$ cat src/rtl/wb_uart_tx_pkg.sv
// Shared definitions for the Wishbone UART transmitter: register map, STAT layout,
// serialiser states and small helpers.
package wb_uart_tx_pkg;

  localparam int DATA_W = 8;

  localparam logic [1:0] REG_DATA = 2'd0;
  localparam logic [1:0] REG_STAT = 2'd1;
  localparam logic [1:0] REG_DIV  = 2'd2;
  localparam logic [1:0] REG_CTRL = 2'd3;

  localparam int STAT_FULL    = 0;
  localparam int STAT_EMPTY   = 1;
  localparam int STAT_BUSY    = 2;
  localparam int STAT_OVF_LSB = 8;
  localparam int STAT_LVL_LSB = 16;

  localparam logic [15:0] DIV_MIN = 16'd2;

  typedef enum logic [1:0] {
    ST_IDLE  = 2'd0,
    ST_START = 2'd1,
    ST_DATA  = 2'd2,
    ST_STOP  = 2'd3
  } tx_state_e;

  function automatic logic [7:0] sat_inc8(input logic [7:0] v);
    return (v == 8'hFF) ? v : v + 8'd1;
  endfunction

endpackage

$ cat src/rtl/uart_tx_fifo.sv
// Synchronous byte FIFO, 2**AW deep; pointers carry one extra wrap bit so full and
// empty can be told apart.
module uart_tx_fifo
  import wb_uart_tx_pkg::*;
#(
  parameter int AW = 4
) (
  input  logic              clk,
  input  logic              rst_n,
  input  logic              push,
  input  logic [DATA_W-1:0] wdata,
  input  logic              pop,
  output logic [DATA_W-1:0] rdata,
  output logic              full,
  output logic              empty,
  output logic [AW:0]       level
);

  logic [DATA_W-1:0] mem_r [2**AW];
  logic [AW:0]       wr_ptr_r;
  logic [AW:0]       rd_ptr_r;
  logic              do_push_s;
  logic              do_pop_s;

  assign do_push_s = push & ~full;
  assign do_pop_s  = pop & ~empty;

  // Pointer update; a reset discards whatever was queued.
  always_ff @(posedge clk) begin
    if (!rst_n) begin
      wr_ptr_r <= '0;
      rd_ptr_r <= '0;
    end else begin
      if (do_push_s) wr_ptr_r <= wr_ptr_r + (AW+1)'(1);
      if (do_pop_s)  rd_ptr_r <= rd_ptr_r + (AW+1)'(1);
    end
  end

  // Storage array.
  always_ff @(posedge clk) begin
    if (do_push_s) mem_r[wr_ptr_r[AW-1:0]] <= wdata;
  end

  assign rdata = mem_r[rd_ptr_r[AW-1:0]];
  assign empty = (wr_ptr_r == rd_ptr_r);
  assign full  = (wr_ptr_r[AW] != rd_ptr_r[AW]) && (wr_ptr_r[AW-1:0] == rd_ptr_r[AW-1:0]);
  assign level = wr_ptr_r - rd_ptr_r;

endmodule

$ cat src/rtl/wb_uart_tx.sv
// Wishbone-slave 8N1 UART transmitter: register decode, TX FIFO, bit timer and
// serialiser, plus a level "TX drained" interrupt.
module wb_uart_tx
  import wb_uart_tx_pkg::*;
#(
  parameter int DIV_RESET = 868,
  parameter int FIFO_AW   = 4
) (
  input  logic        clk_i,
  input  logic        rst_n_i,
  input  logic        wb_cyc_i,
  input  logic        wb_stb_i,
  input  logic        wb_we_i,
  input  logic [3:0]  wb_sel_i,
  input  logic [31:0] wb_adr_i,
  input  logic [31:0] wb_dat_i,
  output logic [31:0] wb_dat_o,
  output logic        wb_ack_o,
  output logic        uart_tx_o,
  output logic        irq_o
);

  logic              ack_r;
  logic [31:0]       dat_r;
  logic [15:0]       div_r;
  logic              ctrl_r;
  logic [7:0]        ovf_r;
  logic              req_s, wr_s, push_s, pop_s, full_s, empty_s, busy_s;
  logic [1:0]        reg_idx_s;
  logic [31:0]       rdata_s;
  logic [7:0]        fifo_rdata_s;
  logic [FIFO_AW:0]  level_s;
  tx_state_e         state_r, state_next_s;
  logic [15:0]       timer_r, timer_next_s;
  logic [2:0]        bit_r, bit_next_s;
  logic [7:0]        shreg_r, shreg_next_s;
  logic              tx_r, tx_next_s, irq_r;
  logic              unused_s;

  assign unused_s  = ^{wb_adr_i[31:4], wb_adr_i[1:0], wb_sel_i[3:1], wb_dat_i[31:16]};
  assign req_s     = wb_cyc_i & wb_stb_i & ~ack_r;
  assign wr_s      = req_s & wb_we_i;
  assign reg_idx_s = wb_adr_i[3:2];
  assign push_s    = wr_s & (reg_idx_s == REG_DATA) & wb_sel_i[0] & ~full_s;
  assign busy_s    = (state_r != ST_IDLE);

  uart_tx_fifo #(.AW(FIFO_AW)) u_fifo (
    .clk   (clk_i),
    .rst_n (rst_n_i),
    .push  (push_s),
    .wdata (wb_dat_i[7:0]),
    .pop   (pop_s),
    .rdata (fifo_rdata_s),
    .full  (full_s),
    .empty (empty_s),
    .level (level_s)
  );

  // Read-data mux for the addressed register.
  always_comb begin
    rdata_s = 32'd0;
    case (reg_idx_s)
      REG_STAT: begin
        rdata_s[STAT_FULL]                   = full_s;
        rdata_s[STAT_EMPTY]                  = empty_s;
        rdata_s[STAT_BUSY]                   = busy_s;
        rdata_s[STAT_OVF_LSB +: 8]           = ovf_r;
        rdata_s[STAT_LVL_LSB +: FIFO_AW + 1] = level_s;
      end
      REG_DIV:  rdata_s[15:0] = div_r;
      REG_CTRL: rdata_s[0]    = ctrl_r;
      default:  rdata_s = 32'd0;
    endcase
  end

  // Bus handshake and register writes; effects land on the edge that raises ack.
  always_ff @(posedge clk_i) begin
    if (!rst_n_i) begin
      ack_r  <= 1'b0;
      dat_r  <= 32'd0;
      div_r  <= 16'(DIV_RESET);
      ctrl_r <= 1'b0;
      ovf_r  <= 8'd0;
    end else begin
      ack_r <= req_s;
      dat_r <= (req_s & ~wb_we_i) ? rdata_s : 32'd0;
      if (wr_s) begin
        case (reg_idx_s)
          REG_DATA: if (!(wb_sel_i[0] && !full_s)) ovf_r <= sat_inc8(ovf_r);
          REG_STAT: ovf_r <= 8'd0;
          REG_DIV:  div_r <= (wb_dat_i[15:0] < DIV_MIN) ? DIV_MIN : wb_dat_i[15:0];
          REG_CTRL: ctrl_r <= wb_dat_i[0];
          default:  ;
        endcase
      end
    end
  end

  // Serialiser next state; the timer reloads from div_r only at a bit boundary.
  always_comb begin
    state_next_s = state_r;
    timer_next_s = timer_r;
    bit_next_s   = bit_r;
    shreg_next_s = shreg_r;
    pop_s        = 1'b0;
    case (state_r)
      ST_IDLE: begin
        if (!empty_s) begin
          pop_s        = 1'b1;
          shreg_next_s = fifo_rdata_s;
          timer_next_s = div_r - 16'd1;
          bit_next_s   = 3'd0;
          state_next_s = ST_START;
        end else begin
          state_next_s = ST_IDLE;
        end
      end
      ST_START: begin
        if (timer_r == 16'd0) begin
          timer_next_s = div_r - 16'd1;
          state_next_s = ST_DATA;
        end else begin
          timer_next_s = timer_r - 16'd1;
        end
      end
      ST_DATA: begin
        if (timer_r == 16'd0) begin
          timer_next_s = div_r - 16'd1;
          if (bit_r == 3'd7) begin
            state_next_s = ST_STOP;
          end else begin
            bit_next_s   = bit_r + 3'd1;
            shreg_next_s = {1'b0, shreg_r[7:1]};
          end
        end else begin
          timer_next_s = timer_r - 16'd1;
        end
      end
      ST_STOP: begin
        if (timer_r == 16'd0) begin
          state_next_s = ST_IDLE;
        end else begin
          timer_next_s = timer_r - 16'd1;
        end
      end
      default: state_next_s = ST_IDLE;
    endcase
  end

  // Line level for the upcoming state, so the wire changes on the same edge as the FSM.
  always_comb begin
    tx_next_s = 1'b1;
    case (state_next_s)
      ST_START: tx_next_s = 1'b0;
      ST_DATA:  tx_next_s = shreg_next_s[0];
      default:  tx_next_s = 1'b1;
    endcase
  end

  // Serialiser state, line and interrupt registers.
  always_ff @(posedge clk_i) begin
    if (!rst_n_i) begin
      state_r <= ST_IDLE;
      timer_r <= 16'd0;
      bit_r   <= 3'd0;
      shreg_r <= 8'd0;
      tx_r    <= 1'b1;
      irq_r   <= 1'b0;
    end else begin
      state_r <= state_next_s;
      timer_r <= timer_next_s;
      bit_r   <= bit_next_s;
      shreg_r <= shreg_next_s;
      tx_r    <= tx_next_s;
      irq_r   <= ctrl_r & empty_s & ~busy_s;
    end
  end

  assign wb_ack_o  = ack_r;
  assign wb_dat_o  = dat_r;
  assign uart_tx_o = tx_r;
  assign irq_o     = irq_r;

endmodule

$ cat config.mk
export PLATFORM = sky130hd
export DESIGN_NAME = wb_uart_tx
export DESIGN_NICKNAME = d
export VERILOG_FILES = /design/src/rtl/wb_uart_tx_pkg.sv /design/src/rtl/uart_tx_fifo.sv /design/src/rtl/wb_uart_tx.sv
export SDC_FILE = /design/constraint.sdc
export NUM_CORES = 1
export LEC_CHECK = 0
export BUFFER_PORTS_ARGS = -buffer_cell sky130_fd_sc_hd__buf_4
export CAP_MARGIN = 5
export CORE_AREA = 2 2 135 137
export CTS_BUF_LIST = sky130_fd_sc_hd__clkbuf_4
export DETAILED_ROUTE_END_ITERATION = 10
export DIE_AREA = 0 0 137 139
export HOLD_SLACK_MARGIN = 0.15
export PLACE_DENSITY = 0.79
export SYNTH_ARGS = -nofsm -noshare
export SYNTH_HDL_FRONTEND = slang
export SYNTH_SLANG_ARGS = --single-unit
$ cat constraint.sdc
create_clock -name clk_i -period 4.85 [get_ports clk_i]
set_clock_uncertainty 0.1 [all_clocks]
set_input_delay 0.7275 -clock clk_i [delete_from_list [all_inputs] [get_ports clk_i]]
set_output_delay 0.7275 -clock clk_i [all_outputs]
set_load 0.05 [all_outputs]
==> summary.md, run 1 <==
| Metric | Value |
|---|---|
| Status | finished, final reports clean |
| CTS root buf | clkbuf_4 |
| Initial drt markers | 512 |
| Fmax | 0.323 GHz |
| Synthesized area | 0.00950 mm^2 |
| Slew Viols, Final | 0 |
| Crit path DAT | 3.26 ns |
| Final instance area | 0.0107 mm^2 |
| Part of the cycle the worst path needs | 0.638 |
| CTS H-Tree Depth | 2 |
| Worst-Skew Late Latency | 0.66 ns |
| Ys async rst share | 0 |
| Die width | 137 um |
| Max-Cap Viols | 0 |
| Slowest stage cell on the critical path | nor2_1 |
| Maximum vdd drop | 269 uV |
| Gate Count Post-Synth | around 750 |
| Synth Warn # | 0 |
| Placed Area | approximately 0.010 mm^2 |
| Relative slew slack | 0.272 |
| First-pass DRT Iterations | 9 |
| Hold Path Class | in -> reg |
| Initial antenna violation count | 1 |
| Synth unique cells | 63 |
| FP Rows | 49 |
| Setup TNS | 0 ns |
| Vias per Instance | 5.80 |
| Setup bufs post-CTS | 0 |
| CP Class | reg -> reg |
| CTS max path bufs | 3 |
| Cells after DPL | 1001 |
| Die Footprint | 0.0190 mm^2 |
| DR WL/cell | ~19 um |
| Seq/Total Area, Yosys | 0.599 |
| Max incr delay on CP | 0.86 ns |
| Critical Path RT | 5.01 ns |
| Post-synth EDFFs | 128 |
| Layout fillers | 1413 |
| Port Buffers | 47 |
| First-pass GRT wire length | between 30000 and 40000 um |
| Area share of the largest cell type after synthesis | 0.405 |
| Vias in the first global route | 6260 |
| RSZ-0062 raised after global routing | false |
| Area Overhead vs Synth | 12.5% |
| Nets | 925 |
| Via count | 6399 |
| Worst-path fanout max | 10 |
| Core area | 0.0177 mm^2 |
| CTS tree | done |
| Final setup viols | 0 |
| Multi-input gate area | approximately 0.0035 mm^2 |
| Pin count of the biggest net entering global routing | 34 |
| Share of cells above drive strength 1 | 0.211 |
| Cell leakage power | 3.77 nW |
| DR DRC count | 0 |
| Total GRT Usage | 0.216 |
| CTS Buf Count | 54 |
| Clock Sinks | 220 |
| PwrDens | between 400 and 500 mW/mm^2 |
| Worst-margin pin slew | roughly 1.1 ns |
| Placer congestion estimate | 0.902 |
| #FFs+latches synth | 220 |
| Final Non-Filler Cells | roughly 1100 |
| Initial Util | 0.538 |
| Avg Cell Area, Syn | 12.6 um^2 |
| Fin crit period | approximately 3.1 ns |
| CP startpoint kind | register |
| Antenna Nets Post-Route | 0 |
| Grt ovf | 0 |
| Clk slew on worst S/H paths | 0.07 ns |
| Critical path cell sequence | ha_1 > nand4_1 > o2111a_1 > nand2_1 > nor2_1 |
| I/O pins | 108 |
| Worst Setup End Kind | register |
| Die Height | 139 um |
| Top_reg_cell synth | edfxtp_1 |
| Detailed Route WL | 20400 um |
| Fin. Hold Viols | 0 |
| Hold Slack | about 0.23 ns |
| Synth area leaders | edfxtp_1 40%, dfxtp_1 19%, mux4_2 6.9% |
| Storage element area | 0.00569 mm^2 |
| Post-DP HPWL | 13600 um |
| Area leader, netlist | edfxtp_1 |
## per-layer routing
layer,GRT usage,up-vias,part of all wire
met5,0,-,0
met4,0.0825,0,0.026
met3,0.0453,45,0.065
met2,0.351,251,0.49
met1,0.285,3116,0.42
li1,-,2987,-
## critical path, delay by kind of cell, from the launching register on
family | cells | cell delay, ns
AOI/OAI and AO/OA | 1 | 0.40
adders and majority gates | 1 | 0.37
DFF | 1 | 0.55
and+or+nand+nor | 3 | 1.27
## placed cells by master, fill, tap and decap left out, types with 2 or more instances in the layout
cell type / instances
o21ai_0: 17
and4_1: 2
nand4_1: 12
nor2_1: 69
o22ai_1: 11
xnor2_1: 14
inv_1: 21
clkinv_1: 16
nand2b_1: 5
nor3_1: 18
a22o_1: 2
and3_1: 8
nor4_4: 2
nand3_1: 16
nor4_1: 13
clkbuf_4: 81
nand2_1: 70
and2_2: 3
mux2i_1: 23
o2bb2ai_1: 7
xor2_1: 20
o32ai_1: 5
nor2b_1: 2
a22oi_1: 18
ha_1: 22
edfxtp_1: 128
a21oi_1: 34
a21o_1: 2
clkinv_2: 2
and2_1: 2
dfxtp_1: 91
buf_4: 54
conb_1: 11
or3_1: 3
mux4_2: 29
nand3b_1: 2
a32o_1: 10
## path summary, 6_finish.rpt
kind	cells past startpoint	startpoint	to	slack (ns)
setup / recovery	5	u_fifo.wr_ptr_r[2]	u_fifo.mem_r[15][2]	1.76
hold / removal	3	wb_dat_i[15]	div_r[15]	0.23
setup reg to reg	5	u_fifo.wr_ptr_r[2]	u_fifo.mem_r[15][2]	1.76
hold reg to reg	1	shreg_r[4]	shreg_r[4]	0.37
## cell usage after synthesis (19+ instances only)
library cell and count:
xor2_1 20, ha_1 22, clkbuf_1 19, dfxtp_1 92, nand2_1 70, nor2_1 69
mux4_2 29, inv_1 21, a21oi_1 34, edfxtp_1 128, mux2i_1 23
## power breakdown
group	internal [W]	switching (W)
Sequential	0.00203	0.000104
Combinational	0.000358	0.000513
Clock	0.000767	0.000730
## registers in the layout (all words and copies together) (netlist names), 5 cells and up, named ones only
| register | count |
|---|---|
| u_fifo.rd_ptr_r | 5 |
| div_r | 16 |
| ovf_r | 8 |
| wb_dat_o | 21 |
| u_fifo.wr_ptr_r | 5 |
| timer_r | 16 |
| u_fifo.mem_r | 128 |
| shreg_r | 8 |
## cells by family after synthesis
kind of cell / Yosys count / share of synthesized area
AND/OR/NAND/NOR: 238 / 0.124
flip-flops: 220 / 0.599
AO/OA/AOI/OAI: 119 / 0.0880
buffers and inverters: 67 / 0.0337
multiplexers: 52 / 0.0930
XOR/XNOR: 34 / 0.0314
adder cells (fa/ha/maj): 23 / 0.0311
other: 1 / 0.000395
## stage by stage
stage          setup WS, ns  power [W]   util
6_report               1.76    0.00450  0.605
5_1_grt                1.58    0.00473  0.605
3_5_place_dp           1.58    0.00304  0.566
4_1_cts                1.76    0.00454  0.605
3_3_place_gp           1.70    0.00302  0.566
2_1_floorplan          2.12    0.00283      -
## area by class of cell
| class | count | area share |
|---|---|---|
| diodes | 1 | 0.000234 |
| multi-input cells | 477 | 0.330 |
| clock inverters | 19 | 0.00738 |
| well taps | 229 | 0.0268 |
| inverters | 21 | 0.00738 |
| clock buffers | 81 | 0.0569 |
| repair buffers | 55 | 0.0389 |
| flip-flops and latches | 220 | 0.532 |
## repair_timing
item	in CTS	in global routing
hold endpoints to repair	1	0
gates resized for setup	0	0
hold buffers	1	0
Note: power is estimated with default switching activity, not from simulation.
==> inputs of run 2 (changes only) <==
--- a/config.mk
+++ b/config.mk
@@ -5,14 +5,15 @@
 export SDC_FILE = /design/constraint.sdc
 export NUM_CORES = 1
 export LEC_CHECK = 0
+export ABC_AREA = 1
 export BUFFER_PORTS_ARGS = -buffer_cell sky130_fd_sc_hd__buf_4
 export CAP_MARGIN = 5
-export CORE_AREA = 2 2 135 137
+export CORE_AREA = 2 2 141 143
 export CTS_BUF_LIST = sky130_fd_sc_hd__clkbuf_4
 export DETAILED_ROUTE_END_ITERATION = 10
-export DIE_AREA = 0 0 137 139
+export DIE_AREA = 0 0 143 145
 export HOLD_SLACK_MARGIN = 0.15
-export PLACE_DENSITY = 0.79
+export PLACE_DENSITY = 0.78
 export SYNTH_ARGS = -nofsm -noshare
 export SYNTH_HDL_FRONTEND = slang
 export SYNTH_SLANG_ARGS = --single-unit
==> constraint.sdc (replaced) <==
create_clock -name clk_i -period 3.16 [get_ports clk_i]
set_clock_uncertainty 0.1 [all_clocks]
set_input_delay 0.474 -clock clk_i [delete_from_list [all_inputs] [get_ports clk_i]]
set_output_delay 0.474 -clock clk_i [all_outputs]
set_load 0.05 [all_outputs]
==> run 2 against run 1 <==
Synthesized cell count grew 56%. Via count up 30%. Combinational power grew to 2.8 times the previous value. Routed wire length up 21%. Synthesized area up 9.5%. Setup slack got worse by 1.5 ns. Clock-buffer cell count shrank 2. Global-route usage increased by 2.1 points. Critical path depth up 4. Power increased by 81%. Core utilization is 1.4 points higher. Largest cell class unchanged.
==> summary.md, run 2 <==
| Metric | Value |
|---|---|
| RSZ-0062 raised after global routing | false (unchanged) |
| #FFs+latches synth | 220 (unchanged) |
| Post-DP HPWL | 15500 um (was 13600 um) |
| Most frequent cells in the layout | 283 x nand2_1, 128 x edfxtp_1, 124 x inv_1 (was 128 x edfxtp_1, 91 x dfxtp_1, 81 x clkbuf_4) |
| Synth Warn # | 0 (unchanged) |
| Ys async rst share | 0 (unchanged) |
| FP Rows | 51 (was 49) |
| DR WL met2 | 12100 um (was 10000 um) |
| CTS H-Tree Depth | 2 (unchanged) |
| DR WL/cell | 15.5 um (was 18.5 um) |
| Cell leakage power | 4.94 nW (was 3.77 nW) |
| Clock Sinks | 220 (unchanged) |
| Area leader, netlist | edfxtp_1 (unchanged) |
| Pin count of the biggest net entering global routing | 66 (was 34) |
| CP Class | in -> reg (was reg -> reg) |
| Seq/Total Area, Yosys | 0.547 (was 0.599) |
| Clk pwr share | 0.289 (was 0.333) |
| Met3 WL | 1890 um (was 1320 um) |
| CTS tree | done (unchanged) |
| Initial drt markers | 716 (was 512) |
| Sw Ratio | 0.361 (was 0.299) |
| CTS max path bufs | 3 (unchanged) |
| Crit path DAT | 3.11 ns (was 3.26 ns) |
| Hold Crit Start | wb_adr_i[3] (was wb_dat_i[15]) |
| Worst Setup End Kind | register (unchanged) |
| Net Switching | 0.00295 W (was 0.00135 W) |
| Hold Path Class | in -> reg (unchanged) |
| Vias in the first global route | 7923 (was 6260) |
| I/O pins | 108 (unchanged) |
| Placed Area | 0.0110 mm^2 (was 0.00999 mm^2) |
| Hold Slack | 0.259 ns (was 0.229 ns) |
| Fmax | 0.344 GHz |
| Fin crit period | 2.91 ns |
| Final setup viols | 0 (unchanged) |
| Synth area leaders | edfxtp_1 37%, dfxtp_1 18%, nand2_1 10% (was edfxtp_1 40%, dfxtp_1 19%, mux4_2 6.9%) |
| Grt ovf | 0 (unchanged) |
| Total GRT Usage | 0.237 (was 0.216) |
| Comb power frac | 0.302 (was 0.194) |
| Setup bufs post-CTS | 0 (unchanged) |
| Worst reg-to-reg path cell count | 9 (was 5) |
| Met1 Wirelength | 10200 um (was 8580 um) |
| WHS Path Cells | 5 (was 3) |
| Area Overhead vs Synth | 14.4% (was 12.5%) |
| Setup TNS | 0 ns (unchanged) |
| Avg Cell Area, Syn | 8.84 um^2 (was 12.6 um^2) |
| Hold Path Sink | wb_dat_o[0] (was div_r[15]) |
| DR DRC count | 0 (unchanged) |
| Commonest non-fill, non-tap cell in the layout | nand2_1 (was edfxtp_1) |
| Core area | 0.0192 mm^2 (was 0.0177 mm^2) |
| Synth unique cells | 43 (was 63) |
| Critical Path RT | 3.36 ns (was 5.01 ns) |
| Clk slew on worst S/H paths | 0.07 ns (about the same) |
| CTS root buf | clkbuf_4 (unchanged) |
| Status | finished, final reports clean (unchanged) |
| Final instance area | 0.0119 mm^2 (was 0.0107 mm^2) |
| Slowest stage cell on the critical path | nor2_1 (unchanged) |
| Internal cell power | 0.00522 W (was 0.00315 W) |
| Relative slew slack | 0.535 (was 0.272) |
| CP dominant cell by count | nand2_1 |
| Fin. Hold Viols | 0 (unchanged) |
| Worst-Skew Late Latency | 0.69 ns (was 0.66 ns) |
| Initial Util | 0.541 (was 0.538) |
| Vias per Instance | 5.25 (was 5.80) |
| Sequential share of power | 0.409 (was 0.474) |
| Antenna Nets Post-Route | 0 (unchanged) |
| PwrDens | 686 mW/mm^2 (was 421 mW/mm^2) |
| Detailed Route WL | 24600 um (was 20400 um) |
| First-pass DRT Iterations | 6 (was 9) |
| Top Metal Used | met4 (unchanged) |
| Maximum vdd drop | 464 uV (was 269 uV) |
| Die width | 143 um (was 137 um) |
| Die Height | 145 um (was 139 um) |
| Placer congestion estimate | 0.879 (was 0.902) |
| Synthesized area | 0.0104 mm^2 (was 0.00950 mm^2) |
| Post-synth EDFFs | 128 (unchanged) |
| Most frequent cell after synthesis | nand2_1 (was edfxtp_1) |
| RR Startpoint | u_fifo.wr_ptr_r[0] (was u_fifo.wr_ptr_r[2]) |
| CTS Buf Count | 53 (was 54) |
| RR Endpoint | u_fifo.mem_r[8][1] (was u_fifo.mem_r[15][2]) |
| Worst-path fanout max | 8 (was 10) |
| CP startpoint kind | input pin (was register) |
| Die Footprint | 0.0207 mm^2 (was 0.0190 mm^2) |
| Synth cell count leaders | 283 x nand2_1, 128 x edfxtp_1, 124 x inv_1 (was 128 x edfxtp_1, 92 x dfxtp_1, 70 x nand2_1) |
| Largest register FFs | 128 (unchanged) |
| Via count | 8326 (was 6399) |
| Critical path cell sequence | dlygate4sd3_1 > buf_4 > nand2_1 > dlygate4sd3_1 > nor2_1 > nand2_1 > nor2_2 > nand2_1 > nor2_1 (was ha_1 > nand4_1 > o2111a_1 > nand2_1 > nor2_1) |
| Port Buffers | 47 (unchanged) |
| Max incr delay on CP | 0.58 ns (was 0.86 ns) |
| Part of the cycle the worst path needs | 0.921 |
| Max-Cap Viols | 0 (unchanged) |
| Layout fillers | 1547 (was 1413) |
| Top_reg_cell synth | edfxtp_1 (unchanged) |
| R2R Setup Slk | 0.47 ns (was 1.76 ns) |
| Post-layout util | 0.620 (was 0.605) |
| First-pass GRT wire length | 38700 um (was 31900 um) |
| Worst-margin pin slew | 0.693 ns (was 1.09 ns) |
| Share of cells above drive strength 1 | 0.171 (was 0.211) |
| Gate Count Post-Synth | 1177 (was 754) |
| Initial antenna violation count | 1 (unchanged) |
| Area share of the largest cell type after synthesis | 0.370 (was 0.405) |
| Slew Viols, Final | 0 (unchanged) |
| Nets | 1374 (was 925) |
run 2: cell types whose count changed after synthesis, moves of 10 or more:
cell,before,now
a21oi_1,34,54
inv_1,21,124
mux2i_1,23,0
o22ai_1,11,0
a22oi_1,18,1
xnor2_1,14,4
nand2_1,70,283
or2_2,0,32
nand3_1,16,100
mux4_2,29,0
o211ai_1,1,15
a32o_1,10,0
o21ai_0,17,41
nor2_1,69,118
run 2: final cells by class:
class / instances / area, um^2 / area share
antenna: 1 / 2.50 / 0.000210
clock buffer: 79 / 593 / 0.0498
clock inverter: 19 / 104 / 0.00873
inverter: 131 / 492 / 0.0413
multi-input combinational: 781 / 3950 / 0.332
sequential: 220 / 5690 / 0.478
tap: 265 / 332 / 0.0279
timing repair buffer: 91 / 741 / 0.0623
run 2: power groups by stage:
stage	combinational [W]	sequential [W]	clock, W
after floorplan	0.00191	0.00338	0
after global placement	0.00234	0.00339	0
after detailed placement	0.00240	0.00340	0
after CTS	0.00244	0.00334	0.00239
after global routing	0.00274	0.00336	0.00255
final	0.00246	0.00334	0.00236
run 2: kinds of logic (layout without fill, tap and decap cells):
| group | count (synthesis) | count (layout) | synth area share |
|---|---|---|---|
| adder cells (fa/ha/maj) | 23 | 23 | 0.0284 |
| other | 1 | 12 | 0.000361 |
| AO/OA/AOI/OAI | 140 | 140 | 0.0800 |
| buffers and inverters | 186 | 320 | 0.0775 |
| XOR/XNOR | 26 | 26 | 0.0219 |
| flip-flops | 220 | 220 | 0.547 |
| AND/OR/NAND/NOR | 581 | 581 | 0.245 |
run 2: stage by stage:
stage	setup WS, ns	total power [W]	instances
after floorplan	0.935	0.00530	1187
after global placement	0.581	0.00573	1465
after detailed placement	0.494	0.00580	1465
after CTS	0.309	0.00817	1586
after global routing	0.135	0.00864	1587
final	0.250	0.00817	1587
run 2: worst max path at each step:
| stage | startpoint | cells after the start | to | slack [ns] |
|---|---|---|---|---|
| 6_report | wb_stb_i | 9 | u_fifo.mem_r[8][1] | 0.25 |
| 5_1_grt | wb_stb_i | 9 | u_fifo.mem_r[8][6] | 0.14 |
| 4_1_cts | wb_stb_i | 9 | u_fifo.mem_r[10][5] | 0.31 |
| 3_5_place_dp | u_fifo.wr_ptr_r[0] | 9 | u_fifo.mem_r[10][6] | 0.49 |
| 3_3_place_gp | u_fifo.rd_ptr_r[1] | 9 | u_fifo.mem_r[8][1] | 0.58 |
| 2_1_floorplan | u_fifo.rd_ptr_r[2] | 9 | u_fifo.mem_r[3][0] | 0.94 |
run 2: metal layers:
metal	vias up	track usage
met4	0	0.0792
met2	322	0.397
met3	37	0.0436
met1	3893	0.310
li1	4074	-
met5	-	0
run 2: worst max-delay path: cells and delay by family:
kind / cells / cell delay (ns)
AND/OR/NAND/NOR: 6 / 1.45
buffers and inverters: 3 / 1.19
run 2: repair_timing:
| action | 4_1_cts | 5_1_grt |
|---|---|---|
| gates resized for setup | 0 | 1 |
| hold endpoints to repair | 154 | 0 |
| hold buffers | 23 | 0 |
| endpoints found under the setup margin | 0 | 8 |
